==> src/rtl/pmd85_loader_pkg.sv <==
// Shared types and defaults for the PMD85 ROM-pack loader.
package pmd85_loader_pkg;

    typedef enum logic [2:0] {IDLE, LOAD, ISSUE, FLUSH, DONE} loader_state_t;

    localparam logic [23:0] SDRAM_ROMPACK_BASE = 24'h010000;
    localparam int unsigned ROMPACK_MAX_BYTES  = 32768;

    typedef struct packed {
        logic [14:0] offset;
        logic [7:0]  data;
    } fifo_entry_t;

endpackage

==> src/rtl/rompack_loader_if.sv <==
// Bus bundle between data_io, the PMD85 core port and the sdram controller.
interface rompack_loader_if;
    logic        ioctl_download;
    logic [7:0]  ioctl_index;
    logic        ioctl_wr;
    logic [24:0] ioctl_addr;
    logic [7:0]  ioctl_dout;
    logic [15:0] core_addr;
    logic [7:0]  core_wdata;
    logic [7:0]  core_rdata;
    logic        core_rd;
    logic        core_wr;
    logic [23:0] sdram_addr;
    logic [7:0]  sdram_din;
    logic [7:0]  sdram_dout;
    logic        sdram_rd;
    logic        sdram_we;
    logic        sdram_ready;

    modport slave (
        input  ioctl_download, ioctl_index, ioctl_wr, ioctl_addr, ioctl_dout,
        input  core_addr, core_wdata, core_rd, core_wr, sdram_dout, sdram_ready,
        output core_rdata, sdram_addr, sdram_din, sdram_rd, sdram_we
    );

    modport master (
        output ioctl_download, ioctl_index, ioctl_wr, ioctl_addr, ioctl_dout,
        output core_addr, core_wdata, core_rd, core_wr, sdram_dout, sdram_ready,
        input  core_rdata, sdram_addr, sdram_din, sdram_rd, sdram_we
    );
endinterface

==> src/rtl/loader_fifo.sv <==
// Synchronous byte/offset FIFO with a registered head entry; pushes while full are discarded.
module loader_fifo
    import pmd85_loader_pkg::*;
#(
    parameter int unsigned DEPTH = 8
) (
    input  logic        clk_sys,
    input  logic        reset,
    input  logic        push_i,
    input  fifo_entry_t wdata_i,
    input  logic        pop_i,
    output fifo_entry_t rdata_o,
    output logic        full_o,
    output logic        empty_o
);
    localparam int unsigned AW = $clog2(DEPTH);

    fifo_entry_t   mem_q [DEPTH];
    fifo_entry_t   rdata_q, rdata_d;
    logic [AW-1:0] wptr_q, rptr_q, rptr_d;
    logic [AW:0]   count_q;
    logic          do_push, do_pop;

    assign full_o  = (count_q == (AW+1)'(DEPTH));
    assign empty_o = (count_q == '0);
    assign do_push = push_i && !full_o;
    assign do_pop  = pop_i && !empty_o;
    assign rdata_o = rdata_q;

    // Head register tracks the entry that will be at the read pointer after this edge.
    always_comb begin
        rptr_d  = do_pop ? rptr_q + 1'b1 : rptr_q;
        rdata_d = mem_q[rptr_d];
        if (do_push && (wptr_q == rptr_d)) begin
            rdata_d = wdata_i;
        end
    end

    always_ff @(posedge clk_sys) begin
        if (do_push) begin
            mem_q[wptr_q] <= wdata_i;
        end
    end

    always_ff @(posedge clk_sys) begin
        if (reset) begin
            wptr_q  <= '0;
            rptr_q  <= '0;
            count_q <= '0;
            rdata_q <= '0;
        end else begin
            rptr_q  <= rptr_d;
            rdata_q <= rdata_d;
            if (do_push) begin
                wptr_q <= wptr_q + 1'b1;
            end
            if (do_push && !do_pop) begin
                count_q <= count_q + 1'b1;
            end else if (!do_push && do_pop) begin
                count_q <= count_q - 1'b1;
            end
        end
    end
endmodule

==> src/rtl/rompack_loader.sv <==
// ROM-pack loader: writes ioctl download bytes into SDRAM, passes core traffic when idle.
// Optional ROMPACK_CHECKSUM_EN adds a 16-bit wrapping sum of written bytes.
module rompack_loader
    import pmd85_loader_pkg::*;
#(
    parameter int unsigned FIFO_DEPTH = 8,
    parameter logic [7:0]  ROM_INDEX  = 8'd1,
    parameter logic [23:0] BASE_ADDR  = SDRAM_ROMPACK_BASE,
    parameter int unsigned MAX_BYTES  = ROMPACK_MAX_BYTES
) (
    input  logic                   clk_sys,
    input  logic                   reset,
    rompack_loader_if.slave        bus,
    output logic                   core_hold,
    output logic                   load_done,
    output logic                   dropped,
    output logic [15:0]            bytes_loaded
`ifdef ROMPACK_CHECKSUM_EN
    ,
    output logic [15:0]            checksum
`endif
);
    loader_state_t state_q, state_d;
    logic [15:0]   bytes_q, bytes_d;
    logic          dropped_q, dropped_d;
    logic          start, wr_hit, oversize, push, pop, fifo_full, fifo_empty;
    fifo_entry_t   push_entry, head;

    assign start    = (state_q == IDLE) && bus.ioctl_download && (bus.ioctl_index == ROM_INDEX);
    assign wr_hit   = bus.ioctl_wr && (bus.ioctl_index == ROM_INDEX) &&
                      ((state_q == LOAD) || (state_q == ISSUE));
    assign oversize = (bus.ioctl_addr >= 25'(MAX_BYTES));
    assign push     = wr_hit && !oversize;
    assign pop      = (state_q == ISSUE) && bus.sdram_ready;
    assign push_entry = '{offset: bus.ioctl_addr[14:0], data: bus.ioctl_dout};

    loader_fifo #(
        .DEPTH(FIFO_DEPTH)
    ) u_fifo (
        .clk_sys(clk_sys),
        .reset  (reset),
        .push_i (push),
        .wdata_i(push_entry),
        .pop_i  (pop),
        .rdata_o(head),
        .full_o (fifo_full),
        .empty_o(fifo_empty)
    );

    always_comb begin
        state_d = state_q;
        unique case (state_q)
            IDLE:    if (start) state_d = LOAD;
            LOAD: begin
                if (!fifo_empty) begin
                    state_d = ISSUE;
                end else if (!bus.ioctl_download) begin
                    state_d = FLUSH;
                end
            end
            ISSUE:   if (bus.sdram_ready) state_d = LOAD;
            FLUSH:   state_d = fifo_empty ? DONE : ISSUE;
            DONE:    state_d = IDLE;
            default: state_d = IDLE;
        endcase
    end

    always_comb begin
        bytes_d   = bytes_q;
        dropped_d = dropped_q;
        if (start) begin
            bytes_d   = '0;
            dropped_d = 1'b0;
        end else begin
            if (pop && (bytes_q != 16'hFFFF)) begin
                bytes_d = bytes_q + 16'd1;
            end
            if (wr_hit && (oversize || fifo_full)) begin
                dropped_d = 1'b1;
            end
        end
    end

    // Core owns the SDRAM port only while idle; otherwise only the loader may write.
    always_comb begin
        bus.sdram_addr = '0;
        bus.sdram_din  = '0;
        bus.sdram_rd   = 1'b0;
        bus.sdram_we   = 1'b0;
        bus.core_rdata = 8'hFF;
        if (state_q == IDLE) begin
            bus.sdram_addr = {8'd0, bus.core_addr};
            bus.sdram_din  = bus.core_wdata;
            bus.sdram_rd   = bus.core_rd;
            bus.sdram_we   = bus.core_wr;
            bus.core_rdata = bus.sdram_dout;
        end else if (state_q == ISSUE) begin
            bus.sdram_addr = BASE_ADDR + {9'd0, head.offset};
            bus.sdram_din  = head.data;
            bus.sdram_we   = 1'b1;
        end
    end

    assign core_hold    = (state_q != IDLE);
    assign load_done    = (state_q == DONE);
    assign dropped      = dropped_q;
    assign bytes_loaded = bytes_q;

    always_ff @(posedge clk_sys) begin
        if (reset) begin
            state_q   <= IDLE;
            bytes_q   <= '0;
            dropped_q <= 1'b0;
        end else begin
            state_q   <= state_d;
            bytes_q   <= bytes_d;
            dropped_q <= dropped_d;
        end
    end

`ifdef ROMPACK_CHECKSUM_EN
    logic [15:0] sum_q, sum_d;

    always_comb begin
        sum_d = sum_q;
        if (start) begin
            sum_d = '0;
        end else if (pop) begin
            sum_d = sum_q + {8'd0, head.data};
        end
    end

    always_ff @(posedge clk_sys) begin
        if (reset) begin
            sum_q <= '0;
        end else begin
            sum_q <= sum_d;
        end
    end

    assign checksum = sum_q;
`endif
endmodule

==> src/flat_wrapper.sv <==
// flat-port wrapper written by rule: the top's interface ports become plain ports
module rompack_loader_flat import pmd85_loader_pkg::*;
#(
    parameter int unsigned FIFO_DEPTH = 8,
    parameter logic [7:0]  ROM_INDEX  = 8'd1,
    parameter logic [23:0] BASE_ADDR  = SDRAM_ROMPACK_BASE,
    parameter int unsigned MAX_BYTES  = ROMPACK_MAX_BYTES
)
  (clk_sys, reset, core_hold, load_done, dropped, bytes_loaded, bus_ioctl_download, bus_ioctl_index, bus_ioctl_wr, bus_ioctl_addr, bus_ioctl_dout, bus_core_addr, bus_core_wdata, bus_core_rd, bus_core_wr, bus_sdram_dout, bus_sdram_ready, bus_core_rdata, bus_sdram_addr, bus_sdram_din, bus_sdram_rd, bus_sdram_we);
  rompack_loader_if bus_i ();
  input  logic clk_sys;
  input  logic reset;
  output logic core_hold;
  output logic load_done;
  output logic dropped;
  output logic [15:0] bytes_loaded;
  input wire logic [$bits(bus_i.ioctl_download)-1:0] bus_ioctl_download;
  input wire logic [$bits(bus_i.ioctl_index)-1:0] bus_ioctl_index;
  input wire logic [$bits(bus_i.ioctl_wr)-1:0] bus_ioctl_wr;
  input wire logic [$bits(bus_i.ioctl_addr)-1:0] bus_ioctl_addr;
  input wire logic [$bits(bus_i.ioctl_dout)-1:0] bus_ioctl_dout;
  input wire logic [$bits(bus_i.core_addr)-1:0] bus_core_addr;
  input wire logic [$bits(bus_i.core_wdata)-1:0] bus_core_wdata;
  input wire logic [$bits(bus_i.core_rd)-1:0] bus_core_rd;
  input wire logic [$bits(bus_i.core_wr)-1:0] bus_core_wr;
  input wire logic [$bits(bus_i.sdram_dout)-1:0] bus_sdram_dout;
  input wire logic [$bits(bus_i.sdram_ready)-1:0] bus_sdram_ready;
  output wire logic [$bits(bus_i.core_rdata)-1:0] bus_core_rdata;
  output wire logic [$bits(bus_i.sdram_addr)-1:0] bus_sdram_addr;
  output wire logic [$bits(bus_i.sdram_din)-1:0] bus_sdram_din;
  output wire logic [$bits(bus_i.sdram_rd)-1:0] bus_sdram_rd;
  output wire logic [$bits(bus_i.sdram_we)-1:0] bus_sdram_we;
  assign bus_i.ioctl_download = bus_ioctl_download;
  assign bus_i.ioctl_index = bus_ioctl_index;
  assign bus_i.ioctl_wr = bus_ioctl_wr;
  assign bus_i.ioctl_addr = bus_ioctl_addr;
  assign bus_i.ioctl_dout = bus_ioctl_dout;
  assign bus_i.core_addr = bus_core_addr;
  assign bus_i.core_wdata = bus_core_wdata;
  assign bus_i.core_rd = bus_core_rd;
  assign bus_i.core_wr = bus_core_wr;
  assign bus_i.sdram_dout = bus_sdram_dout;
  assign bus_i.sdram_ready = bus_sdram_ready;
  assign bus_core_rdata = bus_i.core_rdata;
  assign bus_sdram_addr = bus_i.sdram_addr;
  assign bus_sdram_din = bus_i.sdram_din;
  assign bus_sdram_rd = bus_i.sdram_rd;
  assign bus_sdram_we = bus_i.sdram_we;
  rompack_loader #(.FIFO_DEPTH(FIFO_DEPTH), .ROM_INDEX(ROM_INDEX), .BASE_ADDR(BASE_ADDR), .MAX_BYTES(MAX_BYTES)) u_core (.clk_sys(clk_sys), .reset(reset), .bus(bus_i), .core_hold(core_hold), .load_done(load_done), .dropped(dropped), .bytes_loaded(bytes_loaded));
endmodule
==> config.mk <==
export PLATFORM = sky130hd
export DESIGN_NAME = rompack_loader_flat
export DESIGN_NICKNAME = d
export VERILOG_FILES = /design/src/rtl/pmd85_loader_pkg.sv /design/src/rtl/rompack_loader_if.sv /design/src/rtl/loader_fifo.sv /design/src/rtl/rompack_loader.sv /design/src/flat_wrapper.sv
export SDC_FILE = /design/constraint.sdc
export NUM_CORES = 1
export LEC_CHECK = 0
export ABC_AREA = 0
export CAP_MARGIN = 25
export CORE_MARGIN = 3
export CORE_UTILIZATION = 55
export CTS_CLUSTER_SIZE = 28
export DETAILED_ROUTE_END_ITERATION = 7
export HOLD_SLACK_MARGIN = 0.02
export PLACE_DENSITY = 0.91
export SETUP_SLACK_MARGIN = 0.3
export SYNTH_ARGS = -nofsm -noshare
export SYNTH_HDL_FRONTEND = slang
export SYNTH_HIERARCHICAL = 1
export SYNTH_SLANG_ARGS = --single-unit
==> constraint.sdc <==
create_clock -name clk_sys -period 5.1 [get_ports clk_sys]
set_clock_uncertainty 0.15 [all_clocks]
set_input_delay 1.02 -clock clk_sys [delete_from_list [all_inputs] [get_ports clk_sys]]
set_output_delay 1.02 -clock clk_sys [all_outputs]
set_load 0.05 [all_outputs]
==> flow_metrics.env <==
export IMPL_netlist_area_mm2=0.01136
export IMPL_finalHoldViolCount=0
export IMPL_vias=7923
export IMPL_cts_repair_resized=0
export IMPL_power_switching_w=0.0008496
export IMPL_p_leak_nw=4.397
export IMPL_area_delta_synth_final_pct=22.00
export IMPL_dp_cells=1111
export IMPL_cts_setup_buffers=0
export IMPL_pin_count=141
export IMPL_ir_drop_uv=289.6
export IMPL_clockPowerShare=0.430
export IMPL_yosys_warnings=6
export IMPL_maxSlewViolCount=0
export IMPL_yosysSeqAreaShare=0.5798
export IMPL_coreArea_mm2=0.01985
export IMPL_cts_buffer_depth=3
export IMPL_slew_headroom=0.3845
export IMPL_root_buffer="clkbuf_16"
export IMPL_fmax_mhz=227.1
export IMPL_fp_dieArea_mm2=0.02241
export IMPL_cts_clk_slew_worst_paths_ps=60
export IMPL_holdBufCountCts=0
export IMPL_max_slew_worst_pin_slew_ps=923.3
export IMPL_cp_arrival_ps=3230
export IMPL_drc=0
export IMPL_ys_ff_latch=237
export IMPL_clkLatencyLatePin_ps=520
export IMPL_power_density_mw_per_mm2=291.3
export IMPL_synth_distinct_cells=64
export IMPL_h_tree_depth=1
export IMPL_power_share_combinational=0.053
export IMPL_drt_initial_drc_count=929
export IMPL_drive_gt1_frac=0.2304
export IMPL_nets=962
export IMPL_layout_min_cycle_time_ps=4403
export IMPL_power_frac_seq=0.516
export IMPL_internal_power_w=0.003188
export IMPL_cts_tree="built"
export IMPL_grt_pass1_vias=7924
export IMPL_dpl_hpwl_um=17190
export IMPL_wl_per_cell_um=25.66
export IMPL_finalPower_w=0.004037
export IMPL_initial_core_util=0.5724
export IMPL_netlist_instances=741
export IMPL_rsz0062_at_grt="no"
export IMPL_synth_ff_type="edfxtp_1"
export IMPL_cp_max_fo=14
export IMPL_die_y_um=149.7
export IMPL_die_w_um=149.7
export IMPL_grt_ovfl_total=0
export IMPL_ys_async_sr_fraction=0
export IMPL_setup_tns_final_ps=0
export IMPL_synth_edf_count=184
export IMPL_worstSetupEndpointType="primary output"
export IMPL_gr_usage_all_layers=0.2619
export IMPL_fillers=1227
export IMPL_rows=51
export IMPL_grt_pass1_wl_um=44950
export IMPL_vias_per_cell=6.836
export IMPL_path_class="register to primary output"
export IMPL_clock_sinks=237
export IMPL_required_ps=3930
export IMPL_cap_violations=0
export IMPL_grt_max_degree=64
export IMPL_netSwitchingFraction=0.2104
export IMPL_min_path_type="register to register"
export IMPL_drtPass1Iterations=6
export IMPL_antenna_found_initial=0
export IMPL_ant_nets=0
export IMPL_status="finished, final reports clean"
export IMPL_final_core_util=0.6983
export IMPL_setup_viol=0
export IMPL_final_cells=1159
export IMPL_wirelength_um=29740
export IMPL_finalCritPeriodShare=0.8632
export IMPL_critPathLaunchType="register"
export IMPL_synth_area_per_cell_um2=15.33
export IMPL_diodes=0
export IMPL_io_buffers=133
export IMPL_gp_congestion=0.8102
export IMPL_cts_made_buffers=25
-- worst max-delay path, stage by stage, from the launching register on --
cell,delay [ps]
dfxtp_1,610
nand2b_1,150
nor2_2,620
buf_4,350
a22o_1,150
clkdlybuf4s50_1,810
-- final cells by class --
cell class	instances	area, um2	share of cell area
Clock inverter	14	97.59	0.007042
Clock buffer	32	693.2	0.05002
Timing Repair Buffer	164	1592	0.1148
Inverter	8	31.28	0.002257
Tap cell	265	331.6	0.02393
Sequential cell	237	6591	0.4756
Multi-Input combinational cell	439	4522	0.3263
-- per-stage QoR --
step	hold WS [ps]	setup slack (ps)	instance area [um2]
floorplan	323.2	388.7	11380
global placement	287.9	790.6	13020
detailed placement	287.7	683.4	13030
CTS	296.9	705.7	13820
global route	328.0	541.0	13860
finish	295.2	697.5	13860
-- synthesized netlist by cell type, types with 7 or more instances --
cell type | n | share of area
a32o_1 | 21 | 0.019
buf_4 | 9 | 0.0059
nand2b_1 | 13 | 0.0072
buf_2 | 10 | 0.0044
nand4_1 | 8 | 0.0044
a21bo_2 | 21 | 0.019
a22oi_1 | 22 | 0.015
or3_1 | 7 | 0.0039
mux2i_1 | 43 | 0.038
mux2_2 | 21 | 0.021
o311ai_0 | 20 | 0.015
nand2_1 | 11 | 0.0036
a22o_1 | 24 | 0.019
a21oi_1 | 38 | 0.017
edfxtp_1 | 184 | 0.49
nor2_1 | 19 | 0.0063
dfxtp_1 | 53 | 0.093
o21ai_0 | 11 | 0.0048
clkbuf_1 | 36 | 0.012
mux4_2 | 67 | 0.13
nor4_1 | 8 | 0.0044
-- power groups by stage --
stage	sequential, W	clock [W]	combinational, W
4_1_cts	0.00208	0.00176	0.000215
6_report	0.00208	0.00174	0.000216
3_3_place_gp	0.00213	0	0.000207
5_1_grt	0.00208	0.00184	0.000226
2_1_floorplan	0.00212	0	0.0000962
3_5_place_dp	0.00213	0	0.000212
-- worst paths after layout --
kind,from,endpoint,slack (ps),cells past startpoint
worst max-delay path,u_core/state_q[1],bus_sdram_din[7],700,5
worst max register to register,u_core/state_q[1],u_core/u_fifo/rdata_o[17],1730,9
worst min-delay path,u_core/dropped,u_core/dropped,300,2
worst min register to register,u_core/dropped,u_core/dropped,300,2
-- routing by layer --
metal | wire (um) | vias to the layer above | GRT usage
li1 | - | 3320 | -
met1 | 10540 | 3844 | 0.3390
met2 | 14060 | 641 | 0.4158
met3 | 3764 | 118 | 0.07147
met4 | 1374 | 0 | 0.1226
met5 | 0 | - | 0
-- placed cells by master (no fill, tap or decap), types with 4 or more instances in the layout --
| cell | instances |
|---|---|
| a21bo_2 | 21 |
| a21oi_1 | 38 |
| a22o_1 | 24 |
| a22oi_1 | 22 |
| a32o_1 | 21 |
| buf_4 | 29 |
| clkbuf_1 | 4 |
| clkbuf_16 | 26 |
| clkdlybuf4s50_1 | 133 |
| clkinv_1 | 4 |
| clkinv_2 | 8 |
| conb_1 | 7 |
| dfxtp_1 | 51 |
| edfxtp_1 | 184 |
| ha_1 | 5 |
| inv_1 | 5 |
| mux2_2 | 21 |
| mux2i_1 | 43 |
| mux4_2 | 67 |
| nand2_1 | 11 |
| nand2b_1 | 13 |
| nand3_1 | 5 |
| nand4_1 | 8 |
| nor2_1 | 15 |
| nor2_2 | 5 |
| nor3_2 | 4 |
| nor4_1 | 7 |
| o21ai_0 | 11 |
| o311ai_0 | 20 |
| o31ai_1 | 5 |
| or3_1 | 7 |
| or4_1 | 4 |
| xnor2_1 | 5 |
| xor2_1 | 4 |
-- cell families after synthesis --
| logic type | synth area share |
|---|---|
| and+or+nand+nor | 0.05507 |
| muxes | 0.1915 |
| other | 0.0003301 |
| AOI/OAI and AO/OA | 0.1231 |
| DFF | 0.5798 |
| xor gates and xnor gates | 0.01212 |
| adders and majority gates | 0.008371 |
| buffers and inverters | 0.02963 |
-- registers in the layout, summed over array words and instances (netlist names) --
register	count
u_core/u_fifo/mem_q	184
u_core/u_fifo/count_q	4
u_core/u_fifo/rdata_o	23
u_core/dropped	1
u_core/bytes_loaded	16
u_core/state_q	3
u_core/u_fifo/wptr_q	3
u_core/u_fifo/rptr_q	3
No activity file was read; power rests on OpenSTA's default activity.
